===== src/rtl/aligner_regs_pkg.sv =====
// Register map constants, field positions, APB FSM states and CTRL field checker for the aligner.
// Latency: n/a (declarations only).
// Backpressure: n/a.
package aligner_regs_pkg;

  // Byte addresses of the implemented registers.
  localparam int unsigned CTRL_ADDR   = 32'h000;
  localparam int unsigned STATUS_ADDR = 32'h00C;
  localparam int unsigned IRQEN_ADDR  = 32'h0F0;
  localparam int unsigned IRQ_ADDR    = 32'h0F4;

  // CTRL fields.
  localparam int CTRL_SIZE_LSB   = 0;
  localparam int CTRL_SIZE_W     = 3;
  localparam int CTRL_OFFSET_LSB = 8;
  localparam int CTRL_OFFSET_W   = 2;
  localparam int CTRL_CLR_BIT    = 16;

  // STATUS fields.
  localparam int STATUS_DROP_LSB = 0;
  localparam int STATUS_DROP_W   = 8;
  localparam int STATUS_RX_LSB   = 8;
  localparam int STATUS_TX_LSB   = 16;

  // IRQ / IRQEN bit indices.
  localparam int IRQ_W            = 5;
  localparam int IRQ_RX_EMPTY     = 0;
  localparam int IRQ_RX_FULL      = 1;
  localparam int IRQ_TX_EMPTY     = 2;
  localparam int IRQ_TX_FULL      = 3;
  localparam int IRQ_MAX_DROP     = 4;

  // Upper bound on inserted wait states.
  localparam int MAX_WAIT_STATES = 5;

  typedef enum logic [1:0] {
    IDLE   = 2'd0,
    ACCESS = 2'd1,
    DONE   = 2'd2
  } apb_state_e;

  // A CTRL setting is usable by the core only if SIZE is 1, 2 or 4 bytes and
  // the selected byte window stays inside the 4-byte word.
  function automatic logic ctrl_legal(input logic [CTRL_SIZE_W-1:0]   size,
                                      input logic [CTRL_OFFSET_W-1:0] offset);
    logic size_ok;
    size_ok = (size == 3'd1) || (size == 3'd2) || (size == 3'd4);
    return size_ok && (({2'b00, offset} + {1'b0, size}) <= 4'd4);
  endfunction

endpackage


===== src/rtl/aligner_apb_wait_fsm.sv =====
// APB SETUP detection, wait-state counter and registered pready generation.
// Latency: pready rises WAIT_STATES cycles after the first ACCESS cycle (0 -> first ACCESS cycle).
// Backpressure: holds pready low while counting; psel dropping in ACCESS aborts back to IDLE.
//
// Ports: pclk/preset_n clock and async reset; psel/penable APB phase inputs;
//        pready registered completion strobe; done_nxt asserted the cycle before pready,
//        so the parent can register response data alongside pready.
module aligner_apb_wait_fsm
  import aligner_regs_pkg::*;
#(
  parameter int WAIT_STATES = 1
) (
  input  logic pclk,
  input  logic preset_n,
  input  logic psel,
  input  logic penable,
  output logic pready,
  output logic done_nxt
);

  if (WAIT_STATES < 0 || WAIT_STATES > MAX_WAIT_STATES) begin : g_ws_check
    $error("aligner_apb_wait_fsm: WAIT_STATES must be in 0..5");
  end

  localparam logic [3:0] WS = 4'(WAIT_STATES);

  apb_state_e state;
  logic [2:0] cnt;
  logic [3:0] cnt_inc;
  logic       setup;
  logic       access_step;

  assign setup       = psel & ~penable;
  assign access_step = psel & penable;
  assign cnt_inc     = {1'b0, cnt} + 4'd1;

  // ACCESS covers the cycles with pready low; DONE is the single completion
  // cycle with pready high. With no wait states SETUP goes straight to DONE.
  always_comb begin
    done_nxt = 1'b0;
    if (state == IDLE && setup && WS == 4'd0)
      done_nxt = 1'b1;
    else if (state == ACCESS && access_step && cnt_inc == WS)
      done_nxt = 1'b1;
  end

  always_ff @(posedge pclk or negedge preset_n) begin
    if (!preset_n) begin
      state  <= IDLE;
      cnt    <= '0;
      pready <= 1'b0;
    end else begin
      pready <= done_nxt;
      case (state)
        IDLE: begin
          if (setup) begin
            cnt   <= '0;
            state <= done_nxt ? DONE : ACCESS;
          end
        end
        ACCESS: begin
          if (!psel) begin
            state <= IDLE;
          end else if (done_nxt) begin
            state <= DONE;
          end else if (access_step) begin
            cnt <= cnt_inc[2:0];
          end
        end
        DONE:    state <= IDLE;
        default: state <= IDLE;
      endcase
    end
  end

endmodule


===== src/rtl/aligner_apb_regs.sv =====
// APB completer and CTRL/STATUS/IRQEN/IRQ register file of the aligner; drives the level interrupt.
// Latency: WAIT_STATES+1 ACCESS cycles per transfer; ctrl_clr one cycle after completion; irq one cycle after IRQ.
// Backpressure: pready held low for WAIT_STATES ACCESS cycles; aborted transfers have no side effect.
//
// Ports: APB completer (pclk, preset_n, paddr, pwrite, psel, penable, pwdata, pready, prdata, pslverr);
//        core controls ctrl_size/ctrl_offset/ctrl_clr; core status cnt_drop/rx_lvl/tx_lvl;
//        core event pulses irq_evt[4:0]; level interrupt irq.
module aligner_apb_regs
  import aligner_regs_pkg::*;
#(
  parameter int ADDR_W      = 16,
  parameter int DATA_W      = 32,
  parameter int WAIT_STATES = 1,
  parameter int LVL_W       = 4
) (
  input  logic                     pclk,
  input  logic                     preset_n,
  input  logic [ADDR_W-1:0]        paddr,
  input  logic                     pwrite,
  input  logic                     psel,
  input  logic                     penable,
  input  logic [DATA_W-1:0]        pwdata,
  output logic                     pready,
  output logic [DATA_W-1:0]        prdata,
  output logic                     pslverr,
  output logic [CTRL_SIZE_W-1:0]   ctrl_size,
  output logic [CTRL_OFFSET_W-1:0] ctrl_offset,
  output logic                     ctrl_clr,
  input  logic [7:0]               cnt_drop,
  input  logic [LVL_W-1:0]         rx_lvl,
  input  logic [LVL_W-1:0]         tx_lvl,
  input  logic [IRQ_W-1:0]         irq_evt,
  output logic                     irq
);

  logic done_nxt;

  aligner_apb_wait_fsm #(
    .WAIT_STATES (WAIT_STATES)
  ) u_wait_fsm (
    .pclk     (pclk),
    .preset_n (preset_n),
    .psel     (psel),
    .penable  (penable),
    .pready   (pready),
    .done_nxt (done_nxt)
  );

  logic [IRQ_W-1:0] irqen_q;
  logic [IRQ_W-1:0] irq_q;

  // Address decode.
  logic hit_ctrl, hit_status, hit_irqen, hit_irq, aligned;
  assign aligned    = (paddr[1:0] == 2'b00);
  assign hit_ctrl   = (paddr == ADDR_W'(CTRL_ADDR));
  assign hit_status = (paddr == ADDR_W'(STATUS_ADDR));
  assign hit_irqen  = (paddr == ADDR_W'(IRQEN_ADDR));
  assign hit_irq    = (paddr == ADDR_W'(IRQ_ADDR));

  logic [CTRL_SIZE_W-1:0]   wr_size;
  logic [CTRL_OFFSET_W-1:0] wr_offset;
  assign wr_size   = pwdata[CTRL_SIZE_LSB +: CTRL_SIZE_W];
  assign wr_offset = pwdata[CTRL_OFFSET_LSB +: CTRL_OFFSET_W];

  // Only a subset of write-data bits maps to register fields.
  logic unused_pwdata;
  assign unused_pwdata = ^pwdata;

  logic [DATA_W-1:0] rd_data;
  logic              dec_err;

  always_comb begin
    rd_data = '0;
    dec_err = 1'b0;
    if (!aligned) begin
      dec_err = 1'b1;
    end else if (hit_ctrl) begin
      rd_data[CTRL_SIZE_LSB +: CTRL_SIZE_W]     = ctrl_size;
      rd_data[CTRL_OFFSET_LSB +: CTRL_OFFSET_W] = ctrl_offset;
      if (pwrite && !ctrl_legal(wr_size, wr_offset))
        dec_err = 1'b1;
    end else if (hit_status) begin
      rd_data[STATUS_DROP_LSB +: STATUS_DROP_W] = cnt_drop;
      rd_data[STATUS_RX_LSB +: LVL_W]           = rx_lvl;
      rd_data[STATUS_TX_LSB +: LVL_W]           = tx_lvl;
      if (pwrite)
        dec_err = 1'b1;
    end else if (hit_irqen) begin
      rd_data[IRQ_W-1:0] = irqen_q;
    end else if (hit_irq) begin
      rd_data[IRQ_W-1:0] = irq_q;
    end else begin
      dec_err = 1'b1;
    end
  end

  // The response is registered on the edge that raises pready, so read data
  // reflects register contents at the start of the completion cycle. APB holds
  // paddr/pwdata stable, so the registered pslverr still matches the decode
  // when side effects commit at the end of the completion cycle.
  always_ff @(posedge pclk or negedge preset_n) begin
    if (!preset_n) begin
      prdata  <= '0;
      pslverr <= 1'b0;
    end else begin
      prdata  <= (done_nxt && !pwrite && !dec_err) ? rd_data : '0;
      pslverr <= done_nxt && dec_err;
    end
  end

  logic commit_wr;
  assign commit_wr = psel & penable & pready & pwrite & ~pslverr;

  logic [IRQ_W-1:0] w1c_mask;
  assign w1c_mask = (commit_wr && hit_irq) ? pwdata[IRQ_W-1:0] : '0;

  always_ff @(posedge pclk or negedge preset_n) begin
    if (!preset_n) begin
      ctrl_size   <= 3'd1;
      ctrl_offset <= '0;
      ctrl_clr    <= 1'b0;
      irqen_q     <= '0;
      irq_q       <= '0;
      irq         <= 1'b0;
    end else begin
      ctrl_clr <= 1'b0;
      if (commit_wr && hit_ctrl) begin
        ctrl_size   <= wr_size;
        ctrl_offset <= wr_offset;
        ctrl_clr    <= pwdata[CTRL_CLR_BIT];
      end
      if (commit_wr && hit_irqen)
        irqen_q <= pwdata[IRQ_W-1:0];
      // A new event wins over a same-cycle W1C of the same bit.
      irq_q <= (irq_q & ~w1c_mask) | irq_evt;
      irq   <= |(irq_q & irqen_q);
    end
  end

endmodule


===== config.mk =====
export PLATFORM = sky130hd
export DESIGN_NAME = aligner_apb_regs
export DESIGN_NICKNAME = d
export VERILOG_FILES = /design/src/rtl/aligner_regs_pkg.sv /design/src/rtl/aligner_apb_wait_fsm.sv /design/src/rtl/aligner_apb_regs.sv
export SDC_FILE = /design/constraint.sdc
export NUM_CORES = 1
export LEC_CHECK = 0
export BUFFER_PORTS_ARGS = -buffer_cell sky130_fd_sc_hd__buf_2
export CELL_PAD_IN_SITES_DETAIL_PLACEMENT = 0
export CELL_PAD_IN_SITES_GLOBAL_PLACEMENT = 1
export CORE_ASPECT_RATIO = 0.75
export CORE_MARGIN = 1.5
export CORE_UTILIZATION = 32
export CTS_BUF_LIST = sky130_fd_sc_hd__clkbuf_8 sky130_fd_sc_hd__clkbuf_16
export CTS_CLUSTER_DIAMETER = 50
export CTS_CLUSTER_SIZE = 12
export DETAILED_ROUTE_END_ITERATION = 10
export PLACE_DENSITY = 0.88
export SKIP_CTS_REPAIR_TIMING = 1
export SLEW_MARGIN = 5
export SYNTH_ARGS = -nofsm -noshare
export SYNTH_HDL_FRONTEND = slang
export SYNTH_HIERARCHICAL = 1
export SYNTH_SLANG_ARGS = --single-unit
export TNS_END_PERCENT = 1

===== constraint.sdc =====
create_clock -name pclk -period 2.5 [get_ports pclk]
set_input_delay 0.125 -clock pclk [delete_from_list [all_inputs] [get_ports pclk]]
set_output_delay 0.125 -clock pclk [all_outputs]
set_load 0.1 [all_outputs]

==> metrics, run 1 <==
final hold vios 39; Cell Count, Final, Fillers Out 358; Power Dens Cells 546 mW/mm2; Cells after DPL 350; drt via density 4.58; Residual DRC 0; sequential power share 0.478; Startpoint Class register; critical path class reg -> reg; antenna cells 0; Rel. slew slack 0.418; top cells by area, synth dfrtp_1, buf_4, nor2_1, mux2_4, mux2i_1; combinational fraction of design power 0.218; Psw 0.459 mW; routability cong. 0.761; Routed WL 4.72 mm; Syn Area/Cell 10.6 um2; max_cap viols 0; via count 1640; hold_ws -51.0 ps; met2 usage in global routing 0.245; CTS clk-pin slew, worst paths 80 ps; sequential share of the synthesized area 0.472; FMAX 514 MHz; met1 usage 0.177; CP Capture Type register; Synth top cells by count dfrtp_1, nor2_1, buf_4, and2_1, inv_1; Setup TNS 0 ps; switch share 0.323; CTS root buf clkbuf_8; die height 73.5 um; clk_lat worst skew 280 ps; P_leak 1.35 nW; data arrival time of the critical path 2120 ps; RSZ-0062 raised after global routing false; Pre-antenna DRT Iters 4; die area 0.00714 mm2; DP HPWL 3.63 mm; total CTS buffers 5; DR iter-0 viols 67; Synth cell types 48; final setup fails 0; gr ovfl total 0; Post-synth EDFFs 0; Pint 0.962 mW; Worst Hold Class in -> async; DP Area 0.00251 mm2; starting density of the core 0.334; Tcrit/Tclk final 0.779; share of layout cells above drive strength 1 0.343; Clock power frac 0.304; gr usage total 0.143; yosys warns 6; async set-reset flop share out of synthesis 1.00; count leader, synth dfrtp_1; post-layout total power 1.42 mW; core area 0.00635 mm2; drt wl/cell 13.2 um; Tmin final 1950 ps; antenna-violating nets left 0; #FFs+latches synth 40; required time worst endpoint 2670 ps; CTS max path bufs 2; Least-Margin Pin Slew 873 ps; Synth top area share 0.460; Slew Limit Fails 0; Die X 97.1 um; first-pass GRT wire length 8.05 mm; Synth Instances 200; failing checks negative hold slack; pin count of the biggest net entering global routing 41; GRT busiest layer met2; Net count, final 355; total I/O pin count 115; Port Buffers 74; num rows 25; CTS sink count 40; grt met3 use 0.0476; Post-synth top flop dfrtp_1; maximum fanout along the worst path 5; vias in the first global route 1752; Setup Skew 3.44 ps; Area growth syn-to-layout 22.6%; post-synthesis instance area 0.00212 mm2; dominant cell type by area after synthesis dfrtp_1; TritonCTS clock tree built; initial antenna violation count 0; final instance area 0.00260 mm2; peak supply drop 0.194 mV; H-tree depth 2; Layout fillers 651; status finished, violations left
critical path: stages, from the launching register on:
cell and delay, ps:
dfrtp_1 360, nand4_1 100, or2_2 320, or2_1 240, or3_1 470, mux2_4 350
routing by layer:
metal,routed length [um],vias up
met5,0,-
met4,19,0
met3,316,2
met2,2210,51
met1,2180,779
li1,-,808
power by group through the flow:
stage	logic [mW]	clock network (mW)	registers (mW)
5_1_grt	0.341	0.476	0.683
6_report	0.310	0.432	0.679
2_1_floorplan	0.230	0	0.707
4_1_cts	0.312	0.450	0.679
3_3_place_gp	0.308	0	0.691
3_5_place_dp	0.312	0	0.692
logic make-up (layout without fill, tap and decap cells):
family,after synthesis,after routing,synth area share
simple gates,72,72,0.197
flops,40,40,0.472
compound gates,32,32,0.106
buf+inv,31,93,0.0866
mux,17,17,0.0949
fa+ha+maj,5,5,0.0330
xor+xnor,2,2,0.00825
other cells,1,16,0.00177
layout make-up:
cell class	count	area [um2]	area share
flip-flops and latches	40	1000	0.385
multi-input cells	144	993	0.382
repair buffers	75	378	0.145
well taps	81	101	0.0389
clock buffers	6	82.6	0.0317
inverters	10	37.5	0.0144
clock inverters	2	7.51	0.00288
stage by stage:
stage	worst slack (ps)	utilization
6_report	553	0.410
4_1_cts	553	0.410
3_5_place_dp	411	0.396
2_1_floorplan	53.0	-
3_3_place_gp	430	0.396
5_1_grt	484	0.410
layout by cell type (no fill, tap or decap), drive strengths merged, types with 2 or more instances in the layout:
master,count
buf,75
nand2,7
or3,2
nand3,6
a211oi,3
nor2,23
ha,4
and2,10
nand4,4
nor3,7
a21o,5
conb,16
dfrtp,39
clkbuf,6
o21ai,7
a22oi,5
xor2,2
inv,12
nor4,2
mux2i,7
mux2,10
or2,4
a21oi,5
nor2b,2
worst paths after layout:
path | startpoint | to | slack, ps | cells after the start
worst max-delay path | u_wait_fsm/pready$_DFF_PN0_ | irqen_q[2]$_DFFE_PN0P_ | 550 | 5
worst min-delay path | preset_n | u_wait_fsm/cnt[2]$_DFFE_PN0P_ | -50 | 1
worst max register to register | u_wait_fsm/pready$_DFF_PN0_ | irqen_q[2]$_DFFE_PN0P_ | 550 | 5
worst min register to register | irq_q[3]$_DFF_PN0_ | irq_q[3]$_DFF_PN0_ | 520 | 1
max in group asynchronous | preset_n | irqen_q[3]$_DFFE_PN0P_ | 1990 | 1
min in group pclk | irq_evt[1] | irq_q[1]$_DFF_PN0_ | 10 | 2
registers in the layout, indices dropped and copies added (netlist names), 2 cells and up:
name	count
u_wait_fsm/cnt	3
prdata	16
u_wait_fsm/state	2
ctrl_size	3
irq_q	5
irqen_q	5
ctrl_offset	2
(Power assumes the default switching activity.)
==> run 2: changes to the inputs <==
==> constraint.sdc (replaced) <==
create_clock -name pclk -period 2 [get_ports pclk]
set_input_delay 0.1 -clock pclk [delete_from_list [all_inputs] [get_ports pclk]]
set_output_delay 0.1 -clock pclk [all_outputs]
set_load 0.1 [all_outputs]
==> run 2 against run 1 <==
The flow still finishes with violations (negative hold slack). Sequential share of layout area is 1.3 points lower. Clock skew is 0.62 ps lower. Critical endpoint is now irqen_q[0]$_DFFE_PN0P_. Largest power group unchanged. Wire length increased by 3.0%. Clock-buffer cell count decreased by 1. Combinational power rose by 32%.
==> metrics, run 2 (synthesis results as in run 1) <==
status finished, violations left; failing checks negative hold slack; RSZ-0062 raised after global routing false; maximum fanout along the worst path 5 (unchanged); pin count of the biggest net entering global routing 30 (-27%); initial antenna violation count 0 (unchanged); Worst R2R Setup Slack 80 ps (-480 ps); final hold vios 1 (-97%); DR iter-0 viols 67 (unchanged); Worst path max stage delay 480 ps (about the same); area of the multi-input gates 998 um2 (+0.50%); post-layout total power 1.75 mW (+23%); commonest non-fill, non-tap cells in the layout buf_2, dfrtp_1, nor2_1; Routed WL 4.86 mm (+3.0%); CP Capture Type register; most common cell after layout, fill and taps aside buf_2; Critical R2R Capture irqen_q[0]$_DFFE_PN0P_; Port Buffers 74 (unchanged); die height 73.5 um (unchanged); TritonCTS clock tree built; Buf/Inv on CP 0 (unchanged); final core occ 0.426 (+0.0162); vias in the first global route 1612 (-8.0%); P_leak 1.40 nW (+3.8%); Critical Path End irqen_q[0]$_DFFE_PN0P_; FMAX 520 MHz (+1.2%); hold_ws -7.37 ps (+43.6 ps); Slew Limit Fails 0 (unchanged); Tcrit/Tclk final 0.962 (+0.184); Seq. cell area 0.00101 mm2 (+0.50%); Layout fillers 657 (+0.92%); core area 0.00635 mm2 (unchanged); drt via density 4.65 (+1.5%); critical path class reg -> reg; first-pass GRT wire length 7.87 mm (-2.2%); Top reg by flops prdata; drt wl/cell 13.1 um (-0.31%); required time worst endpoint 2170 ps (-500 ps); Pre-antenna DRT Iters 4 (unchanged); Area growth syn-to-layout 27.4%; crit path max-delay cell type or3_1; gr usage total 0.141 (-0.00218); final setup fails 0 (unchanged); crit-path cells nand4_1 > or2_4 > or2_1 > or3_1 > mux2_4; Least-Margin Pin Slew 672 ps (-201 ps); Residual DRC 0 (unchanged); total I/O pin count 115 (unchanged); share of layout cells above drive strength 1 0.360 (+0.0169); starting density of the core 0.334 (unchanged); antenna cells 0 (unchanged); num rows 25 (unchanged); CTS clk-pin slew, worst paths 70 ps (about the same); number of flip-flops in the largest register 16 (unchanged); Tmin final 1920 ps (-22.2 ps); Setup Skew 2.82 ps (-0.617 ps); die area 0.00714 mm2 (unchanged); clk_lat worst skew 280 ps (about the same); data arrival time of the critical path 2090 ps (-30 ps); max_cap viols 0 (unchanged); Startpoint Class register; H-tree depth 2 (unchanged); peak supply drop 0.219 mV (+13%); Rel. slew slack 0.552 (+0.134); Critical path origin u_wait_fsm/pready$_DFF_PN0_; via count 1720 (+4.9%); critical path depth 5 (unchanged); Die X 97.1 um (unchanged); CTS sink count 40 (unchanged); Net count, final 367 (+3.4%); Power Dens Cells 647 mW/mm2 (+18%); Top Registers prdata x16, irq_q x5, irqen_q x5; routability cong. 0.796 (+4.6%); CTS max path bufs 2 (unchanged); CTS root buf clkbuf_8; CP delay by family, top simple AND/OR/NAND/NOR gates; Worst R2R Start u_wait_fsm/pready$_DFF_PN0_; total CTS buffers 5 (unchanged); gr ovfl total 0 (unchanged); Reg2Reg Depth 5 (unchanged); antenna-violating nets left 0 (unchanged); Worst Hold Class in -> reg; DP HPWL 3.89 mm (+6.9%)
==> run 2: cell types whose count changed in the layout (fill, tap and decap cells not counted), sizes merged <==
cell         previous run  this run
buf                    75        82
dlygate4sd3             0         5
clkbuf                  6         5
inv                    12        13
==> run 2: where the power goes <==
| group | switching, mW | leakage [nW] | internal (mW) |
|---|---|---|---|
| Sequential | 0.0180 | 0.523 | 0.833 |
| Combinational | 0.293 | 0.829 | 0.116 |
| Clock | 0.258 | 0.0519 | 0.233 |
| Total | 0.569 | 1.40 | 1.18 |
==> run 2: worst reg2reg max path, delay by kind of cell (launching register included) <==
family	cells	cell delay (ps)
multiplexers	1	350
flip-flops	1	410
AND/OR/NAND/NOR	4	1040
==> run 2: worst min-delay path by stage <==
stage / start / to / depth (start not counted)
floorplan: preset_n / ctrl_clr$_DFF_PN0_ / 0
global placement: preset_n / u_wait_fsm/cnt[2]$_DFFE_PN0P_ / 1
detailed placement: preset_n / u_wait_fsm/cnt[2]$_DFFE_PN0P_ / 1
CTS: preset_n / u_wait_fsm/cnt[2]$_DFFE_PN0P_ / 1
global route: irq_evt[4] / irq_q[4]$_DFF_PN0_ / 2
finish: irq_evt[4] / irq_q[4]$_DFF_PN0_ / 2
==> run 2: stage by stage <==
| stage | instance area, um2 | hold slack, ps | cells | setup slack, ps | TNS [ps] |
|---|---|---|---|---|---|
| after detailed placement | 2570 | 171 | 357 | -54.4 | -54.4 |
| final | 2710 | -7.37 | 370 | 75.6 | 0 |
| after floorplan | 2190 | -196 | 215 | -38.6 | -193 |
| after CTS | 2650 | -140 | 365 | 57.3 | 0 |
| after global routing | 2710 | 5.67 | 370 | 0.301 | 0 |
| after global placement | 2570 | 153 | 357 | 25.7 | 0 |
==> run 2: layout make-up <==
| cell class | instances | area share |
|---|---|---|
| Clock buffer | 5 | 0.0254 |
| Multi-Input combinational cell | 144 | 0.369 |
| Timing Repair Buffer | 87 | 0.178 |
| Sequential cell | 40 | 0.372 |
| Clock inverter | 3 | 0.00416 |
| Tap cell | 81 | 0.0375 |
| Inverter | 10 | 0.0139 |
==> run 2: metal layers <==
layer	GRT usage	wire length, um	vias up
li1	-	-	837
met1	0.185	2270	812
met2	0.228	2240	64
met3	0.0428	289	7
met4	0.0419	56	0
met5	0	0	-
==> run 3: changes to the inputs <==
--- a/config.mk
+++ b/config.mk
@@ -16,6 +16,7 @@
 export CTS_CLUSTER_SIZE = 12
 export DETAILED_ROUTE_END_ITERATION = 10
 export PLACE_DENSITY = 0.88
+export REMOVE_ABC_BUFFERS = 1
 export SKIP_CTS_REPAIR_TIMING = 1
 export SLEW_MARGIN = 5
 export SYNTH_ARGS = -nofsm -noshare
==> run 3 against run 2 <==
The run still ends with negative hold slack left. Clock-buffer cell count stayed put. Clock power is 3% higher. Design area is 0.65% lower. Register-to-register slack better by 90 ps.
==> metrics, run 3 (synthesis results as in run 1) <==
Routed WL 4.95 mm (+1.9%); CTS sink count 40 (unchanged); Worst Hold Depth 2 (unchanged); TritonCTS clock tree built; final setup fails 0 (unchanged); routability cong. 0.776 (-2.4%); Critical R2R Capture irqen_q[4]$_DFFE_PN0P_; Worst Hold Class in -> reg; die area 0.00714 mm2 (unchanged); DP Worst Slack 54.9 ps (+109 ps); Layout fillers 667 (+1.5%); status finished, violations left; Hold EP irq_q[2]$_DFF_PN0_; required time worst endpoint 2180 ps (about the same); Tcrit/Tclk final 0.919 (-0.0430); crit path max-delay cell type or3_4; Worst R2R Start u_wait_fsm/pready$_DFF_PN0_; antenna cells 0 (unchanged); core area 0.00635 mm2 (unchanged); Clock power frac 0.287 (+0.007); maximum fanout along the worst path 5 (unchanged); antenna-violating nets left 0 (unchanged); CTS clk-pin slew, worst paths 70 ps (about the same); final hold vios 1 (unchanged); drt via density 4.57 (-1.8%); pin count of the biggest net entering global routing 41 (+37%); hold_ws -12.5 ps (-5.11 ps); CP Capture Type register; Top reg by flops prdata; num rows 25 (unchanged); critical path class reg -> reg; CTS max path bufs 2 (unchanged); Least-Margin Pin Slew 866 ps (+194 ps); switch share 0.332 (+0.00634); gr usage total 0.147 (+0.00619); peak supply drop 0.211 mV (-3.4%); Psw 0.584 mW (+2.6%); Pre-antenna DRT Iters 4 (unchanged); via count 1680 (-2.3%); Slew Limit Fails 0 (unchanged); H-tree depth 2 (unchanged); Area growth syn-to-layout 26.6%; clk_lat worst skew 290 ps (about the same); Port Buffers 74 (unchanged); Worst R2R Setup Slack 160 ps (+90 ps); Startpoint Class register; Rel. slew slack 0.423 (-0.129); Die X 97.1 um (unchanged); hold path start irq_evt[2]; total CTS buffers 5 (unchanged); sequential power share 0.483 (-0.003); crit-path cells nand4_1 > or2_2 > or2_1 > or3_4 > mux2_4; data arrival time of the critical path 2010 ps (-80 ps); Pint 1.18 mW (-0.34%); Tmin final 1840 ps (-86.1 ps); FMAX 544 MHz (+4.7%); number of flip-flops in the largest register 16 (unchanged); Power Dens Cells 655 mW/mm2 (+1.3%); Reg2Reg Depth 5 (unchanged); failing checks negative hold slack; DP HPWL 3.89 mm (+0.18%); die height 73.5 um (unchanged); CTS root buf clkbuf_8; gr ovfl total 0 (unchanged); DR iter-0 viols 49 (-27%); Net count, final 366 (-0.27%); initial antenna violation count 0 (unchanged); first-pass GRT wire length 8.11 mm (+3.0%); max_cap viols 0 (unchanged); Top Registers prdata x16, irq_q x5, irqen_q x5; post-route setup slack 162 ps (+86.1 ps); Worst path max stage delay 400 ps (-80 ps); drt wl/cell 13.5 um (+2.4%); most common cell after layout, fill and taps aside buf_2; starting density of the core 0.334 (unchanged); Setup Skew 8.58 ps (+5.76 ps); Residual DRC 0 (unchanged); total I/O pin count 115 (unchanged); RSZ-0062 raised after global routing false; share of layout cells above drive strength 1 0.366 (+0.00599); combinational fraction of design power 0.231 (-0.003); P_leak 1.40 nW (-0.57%); vias in the first global route 1695 (+5.1%); commonest non-fill, non-tap cells in the layout buf_2, dfrtp_1, nor2_1
==> run 3: cell count changes in the layout (fill, tap and decap cells not counted) <==
cell,change
dfrtp_4,-1
or2_2,+1
clkinv_2,+1
dlygate4sd3_1,-2
or3_4,+1
or3_1,-1
buf_4,+1
or2_4,-1
inv_1,-2
dfrtp_2,-1
dfrtp_1,+2
==> run 3: cell type report <==
class                           instances  area, um2  area share
Clock buffer                            5       68.8      0.0256
Clock inverter                          2       8.76     0.00326
Inverter                               10       37.5      0.0140
Multi-Input combinational cell        144       1000       0.372
Sequential cell                        40       1000       0.373
Tap cell                               81        101      0.0377
Timing Repair Buffer                   86        468       0.174
==> run 3: power by group through the flow <==
stage / sequential (mW) / clock [mW] / combinational [mW]
2_1_floorplan: 0.884 / 0 / 0.258
3_3_place_gp: 0.864 / 0 / 0.396
3_5_place_dp: 0.865 / 0 / 0.401
4_1_cts: 0.851 / 0.516 / 0.404
5_1_grt: 0.854 / 0.551 / 0.447
6_report: 0.850 / 0.505 / 0.406
==> run 3: how the worst max path moves through the flow <==
stage                                        from                    endpoint  slack, ps
floorplan             u_wait_fsm/pready$_DFF_PN0_      irqen_q[0]$_DFFE_PN0P_       -470
global placement                        pwdata[0]           pslverr$_DFF_PN0_         30
detailed placement                       paddr[4]  ctrl_offset[1]$_DFFE_PN0P_         50
CTS                   u_wait_fsm/pready$_DFF_PN0_      irqen_q[4]$_DFFE_PN0P_         60
global route        u_wait_fsm/cnt[0]$_DFFE_PN0P_         prdata[0]$_DFF_PN0_         50
finish                u_wait_fsm/pready$_DFF_PN0_      irqen_q[4]$_DFFE_PN0P_        160
==> run 3: routing by layer <==
| metal | routed length, um | global-route usage | vias up |
|---|---|---|---|
| met5 | 0 | 0 | - |
| met3 | 295 | 0.0438 | 7 |
| li1 | - | - | 831 |
| met1 | 2310 | 0.191 | 787 |
| met4 | 54 | 0.0451 | 0 |
| met2 | 2290 | 0.240 | 55 |
==> run 3: stage by stage <==
| stage | utilization | total power, mW | cells | area (um2) | TNS (ps) |
|---|---|---|---|---|---|
| after detailed placement | 0.405 | 1.27 | 358 | 2570 | 0 |
| after CTS | 0.417 | 1.77 | 365 | 2650 | 0 |
| final | 0.423 | 1.76 | 368 | 2690 | 0 |
| after global routing | 0.423 | 1.85 | 368 | 2690 | 0 |
| after global placement | 0.405 | 1.26 | 358 | 2570 | 0 |
| after floorplan | - | 1.14 | 194 | 2030 | -4070 |
==> run 3: worst max-delay path: cells and delay by family (launching register included) <==
kind             cells  cell delay, ps
AND/OR/NAND/NOR      4            1050
flip-flops           1             360
multiplexers         1             310
